<file path="config.mk">
export PLATFORM = sky130hd
export DESIGN_NAME = tile_row_fetcher
export DESIGN_NICKNAME = d
export VERILOG_FILES = /design/src/rtl/tile_row_fetcher.sv
export SDC_FILE = /design/constraint.sdc
export NUM_CORES = 1
export LEC_CHECK = 0
export BUFFER_PORTS_ARGS = -buffer_cell sky130_fd_sc_hd__buf_4
export CORE_MARGIN = 3
export CORE_UTILIZATION = 40
export CTS_BUF_LIST = sky130_fd_sc_hd__clkbuf_16
export CTS_CLUSTER_DIAMETER = 80
export DETAILED_ROUTE_END_ITERATION = 7
export HOLD_SLACK_MARGIN = 0.15
export PLACE_DENSITY = 0.74
export SYNTH_ARGS = -nofsm -noshare
export SYNTH_HDL_FRONTEND = slang
export SYNTH_SLANG_ARGS = --single-unit
</file>
<file path="constraint.sdc">
create_clock -name clk -period 1.85 [get_ports clk]
set_input_delay 0.555 -clock clk [delete_from_list [all_inputs] [get_ports clk]]
set_output_delay 0.555 -clock clk [all_outputs]
set_load 0.02 [all_outputs]
</file>
<file path="src/rtl/tile_row_fetcher.sv">
// tile_row_fetcher: fetches one 2bpp planar tile row from VRAM (lo plane, then hi plane) and streams 8 decoded pixels; ports: req_* row request, mem_* VRAM read port, pix_* pixel stream, busy
module tile_row_fetcher #(
  parameter int ADDR_W = 13,
  parameter logic [ADDR_W-1:0] SIGNED_BASE = 13'h1000
) (
  input  logic              clk,
  input  logic              reset,
  input  logic              req_valid,
  output logic              req_ready,
  input  logic [7:0]        tile_idx,
  input  logic [2:0]        tile_row,
  input  logic              signed_mode,
  input  logic              xflip,
  output logic              mem_rd,
  output logic [ADDR_W-1:0] mem_addr,
  input  logic [7:0]        mem_rdata,
  input  logic              mem_rvalid,
  output logic              pix_valid,
  input  logic              pix_ready,
  output logic [1:0]        pix_data,
  output logic              pix_last,
  output logic              busy
);
  typedef enum logic [2:0] {IDLE, RD_LO, WAIT_LO, RD_HI, WAIT_HI, SHIFT} state_t;
  state_t state, state_n;
  logic [7:0] idx_q, lo_reg, hi_reg;
  logic [2:0] row_q, cnt, b;
  logic sm_q, xf_q, accept, xfer;
  logic [ADDR_W-1:0] off, base, lo_addr, hi_addr;
  assign accept = req_valid & req_ready;
  assign xfer = pix_valid & pix_ready;
  assign off = {{(ADDR_W-12){idx_q[7] & sm_q}}, idx_q, 4'b0000};
  assign base = sm_q ? SIGNED_BASE + off : off;
  assign lo_addr = base + ADDR_W'({row_q, 1'b0});
  assign hi_addr = lo_addr + ADDR_W'(1);
  // ~cnt is 7-cnt for a 3-bit counter: msb-first unless flipped
  assign b = xf_q ? cnt : ~cnt;
  always_ff @(posedge clk)
    if (reset) state <= IDLE;
    else state <= state_n;
  always_comb begin
    state_n = state;
    case (state)
      IDLE:    state_n = accept ? RD_LO : IDLE;
      RD_LO:   state_n = WAIT_LO;
      WAIT_LO: state_n = mem_rvalid ? RD_HI : WAIT_LO;
      RD_HI:   state_n = WAIT_HI;
      WAIT_HI: state_n = mem_rvalid ? SHIFT : WAIT_HI;
      SHIFT:   state_n = (xfer && cnt == 3'd7) ? IDLE : SHIFT;
      default: state_n = IDLE;
    endcase
  end
  always_comb begin
    req_ready = state == IDLE;
    busy = state != IDLE;
    mem_rd = state == RD_LO || state == RD_HI;
    mem_addr = state == RD_LO ? lo_addr : state == RD_HI ? hi_addr : '0;
    pix_valid = state == SHIFT;
    pix_data = state == SHIFT ? {hi_reg[b], lo_reg[b]} : 2'b00;
    pix_last = state == SHIFT && cnt == 3'd7;
  end
  always_ff @(posedge clk) begin
    if (reset) begin
      idx_q <= '0;
      row_q <= '0;
      sm_q <= 1'b0;
      xf_q <= 1'b0;
      lo_reg <= '0;
      hi_reg <= '0;
      cnt <= '0;
    end else begin
      if (accept) begin
        idx_q <= tile_idx;
        row_q <= tile_row;
        sm_q <= signed_mode;
        xf_q <= xflip;
      end
      if (state == WAIT_LO && mem_rvalid) lo_reg <= mem_rdata;
      if (state == WAIT_HI && mem_rvalid) begin
        hi_reg <= mem_rdata;
        cnt <= '0;
      end else if (xfer) cnt <= cnt + 3'd1;
    end
  end
endmodule
</file>
### Word level (Yosys, flattened, before mapping)

Cells that the tools add are included.

* register bits after elaboration: 35
* output and inout bits: 20
* logic and storage cells: 45

* add/subtract/negate cells: 4
* order comparisons: 1
* equal/unequal tests: 6
* muxes and demuxes: 14
* bitwise gates (word level): 4
* reduce and logical (&&, ||, !) cells: 8

Operators by type and width (number)
* two-way mux 13 bit: 3
* one-hot mux 3 bit (6 select lines): 1
* adder 13 x 1 -> 13 bit (second input constant): 1
* adder 13 bit (first input constant): 1
* adder 13 x 4 -> 13 bit: 1
* == test 3 bit (second input constant): 3
* binary-select mux 1 bit (select 3 bit): 2
* == test 3 x 2 -> 1 bit (second input constant): 2
* two-way mux 3 bit: 2
* two-way mux 1 bit: 5
* logical AND 1 bit: 4
* < comparator 3 x 4 -> 1 bit (second input constant): 1
* adder 3 x 1 -> 3 bit (second input constant): 1
* AND 1 bit: 3
* == test 3 x 1 -> 1 bit (second input constant): 1
* zero test 3 bit: 1
* inverter 3 bit: 1
* nonzero test 3 bit: 1
* two-way mux 2 bit: 1
* OR reduction 2 bit: 1
* logical OR 1 bit: 1

### Depth between registers and ports, before layout

* word-level depth: 7
* depth in mapped cells: 6
* gate-level depth less buffers: 5

### Worst setup path after synthesis

OpenSTA, ideal clock, no wires.

* kind: reg-to-output
* start: register cnt[0]
* end: output pix_data[1]
* data arrival time: 1.254 ns
* data required time: 1.295 ns
* path slack: 0.041 ns
* stages on the path, launching flop included: 6
* path buffers: 1
* cell sequence: dfxtp_1 buf_6 mux2_4 a22oi_1 nand3_1 and3_1

* cells in the longest elaborated chain, start to end: 5

RTL lines
* start, declared: RTL line 27 `logic [2:0] row_q, cnt, b;`
* start signal, assigned: RTL line 82 `end else if (xfer) cnt <= cnt + 3'd1;`
* inverter 3 bit: RTL line 37 `assign b = xf_q ? cnt : ~cnt;`
* two-way mux 3 bit *: RTL line 37
* binary-select mux 1 bit (select 3 bit) *: RTL line 59 `pix_data = state == SHIFT ? {hi_reg[b], lo_reg[b]} : 2'b00;`
* two-way mux 1 bit (not written as such) *: RTL line 59
* two-way mux 2 bit *: RTL line 59
* end, declared: RTL line 20 `output logic [1:0] pix_data,`

Mark *: on every way between the ends. The rest lies on a longest branch, timed or not. The select of a mux whose other input is x is not followed.

### Worst setup path after layout

Ends and elaborated chain as after synthesis.

==> results.yml <==
timing:
  relSlewSlack_pct: 67.6
  clock_skew_ps: 3.28
  setup_ws_ps: -306
  setup_viol: 3
  holdWs_ps: 447
  hold_viol_final: 0
  slew_violations: 0
  worstMarginPinSlew_ps: 485
  fin_crit_sh_pct: 117
  fmax_mhz: 464
  period_needed_ps: 2160
  grt_setup_unrepaired: "true"
finish:
  final_util_pct: 56.0
  finalNonFillerCells: 326
  drive_above_1_share_pct: 30.3
  multi_input_area_um2: 1080
  syn_to_final_growth_pct: 32.8
  fillerInstances: 400
  n_antenna_cell: 0
  fin_nets: 301
  fin_area_um2: 2470
  seqCellArea_um2: 713
power_and_ir_drop:
  ir_worst_vdd_v: 0.000544
  cellPowerDensity_nw_per_um2: 802
  p_leak_nw: 1.07
  p_total_mw: 1.98
placement:
  hpwl_mm: 3.03
  dpl.cell_count: 316
  place_area_um2: 2230
  port_buffers: 45
  gp_congestion: 0.795
clocking:
  tritoncts: "done"
  h-tree-depth: 2
  cts.path.max_buffers: 2
  clkTransAtPathRegs_ps: 50
  insertion_delay_ps: 270
  cts_sinks: 35
  clockRootBuffer: "clkbuf_16"
  cts_buffers: 5
  postCtsSetupBuffers: 0
global_routing:
  track_usage_pct: 18.1
  first_global_vias: 1576
  grt_pass1_wl_mm: 7.51
  grt_start_max_net_pins: 36
  grt_remaining_overflow: 0
  antenna_found_initial: 0
outcome:
  violations: "setup timing"
  status: "finished, violations left"
synthesis:
  synth-warning-count: 0
  syn_avg_cell_area_um2: 8.21
  ys_types: 41
  synth_nets: 255
  synth-edff-count: 0
  ys_seq_elements: 35
  ys_async_sr_fraction_pct: 0
  synth_area_leaders: "dfxtp_1 (38%), nand2_1 (9.1%), a21oi_1 (5.9%)"
  yosys-top-cells-count: "nand2_1 (45), dfxtp_1 (35), a21oi_1 (22)"
  ys.flop_type: "dfxtp_1"
  yosysMostFrequentCell: "nand2_1"
  synth_top_area_cell: "dfxtp_1"
  synthesis.area_um2: 1860
  synth_top_area_share_pct: 37.6
  ys_seq_area_share_pct: 37.6
  synth_cells: 227
routing:
  dr.pass1.iters: 4
  ant_nets: 0
  drc: 0
  wl_per_cell_um: 14.0
  drt_iter0_markers: 96
  vias: 1752
  via_per_inst: 5.37
  finalWirelength_mm: 4.56
die:
  dieHeight_um: 74.2
  io_pins: 46
  die_area_um2: 5510
  rows: 24
  start_util_pct: 42.2
  core-area_um2: 4410
  die_w_um: 74.2
setup_path:
  crit_path_end_kind: "output pin"
  cp-start-kind: "register"
  cp_max_fo: 4
  cp_data_arrival_time_ps: 1600
  worstRegToRegCells: 7
  path_class: "register to output pin"
  crit_required_ps: 1290
worst_hold_path:
  worst_hold_path_type: "register to register"
  holdPathStages: 2
run:
  timing.max_cap.violations: 0
## cell type report
type | count | share of cell area [%]
multi-input cells | 173 | 43.7
flip-flops and latches | 35 | 28.8
repair buffers | 56 | 19.1
clock buffers | 5 | 5.06
well taps | 52 | 2.63
clock inverters | 3 | 0.455
inverters | 2 | 0.303
## path summary, 6_finish.rpt
kind | start | end | slack, ps
setup / recovery | cnt[0] | pix_data[1] | -310
hold / removal | idx_q[6] | idx_q[6] | 450
setup reg to reg | cnt[0] | state[0] | 320
hold reg to reg | idx_q[6] | idx_q[6] | 450
## logic make-up (layout without fill, tap and decap cells)
| logic type | Yosys count | after routing | share of synthesized area [%] |
|---|---|---|---|
| mux | 14 | 14 | 8.19 |
| compound gates | 43 | 43 | 13.1 |
| xor+xnor | 2 | 2 | 0.940 |
| flops | 35 | 35 | 37.6 |
| simple gates | 111 | 112 | 31.6 |
| fa+ha+maj | 2 | 2 | 1.34 |
| buf+inv | 20 | 66 | 7.19 |
## critical path, cell delays in order (launching register included)
cell and delay (ps):
dfxtp_4 380, buf_6 110, mux2_4 290, a22oi_2 130, nand3_1 100, and3_4 190, buf_6 120
## layout by cell type, fill, tap and decap left out, types with 3 or more instances in the layout
cell	synthesis	final
mux2i_1	10	10
o21ai_1	2	5
mux2_4	2	4
nand2_1	45	45
nor2_1	13	13
dfxtp_4	0	3
clkbuf_16	0	5
and3b_1	9	9
nor3b_1	5	4
and2_1	13	12
a21oi_1	22	22
dfxtp_1	35	31
o21ai_0	8	5
nand3_1	5	5
buf_4	2	50
nor3_1	5	5
inv_1	2	3
and3_1	5	4
buf_6	6	3
## repair_timing
action,4_1_cts,5_1_grt
hold buffers,0,0
cloned,2,0
endpoints found under the setup margin,18,10
resized for setup,20,8
pin swaps,4,0
## routing by layer
metal | up-vias | track usage [%] | share of wire (%)
met5 | - | 0 | 0
met4 | 0 | 9.68 | 3.5
met3 | 16 | 5.14 | 6.0
met2 | 56 | 27.8 | 48
met1 | 814 | 23.1 | 43
li1 | 866 | - | -
## report_power, final
group | internal, mW | leakage [nW] | switching, mW
logic | 0.179 | 0.715 | 0.212
registers | 0.801 | 0.287 | 0.0292
clock network | 0.483 | 0.0701 | 0.280
total | 1.46 | 1.07 | 0.522
## metrics by stage
stage	TNS, ps	worst slack (ps)
2_1_floorplan	0	40.7
3_3_place_gp	-124	-78.7
3_5_place_dp	-173	-87.5
4_1_cts	-786	-286
5_1_grt	-990	-375
6_report	-813	-306
No activity file was read; power rests on OpenSTA's default activity.
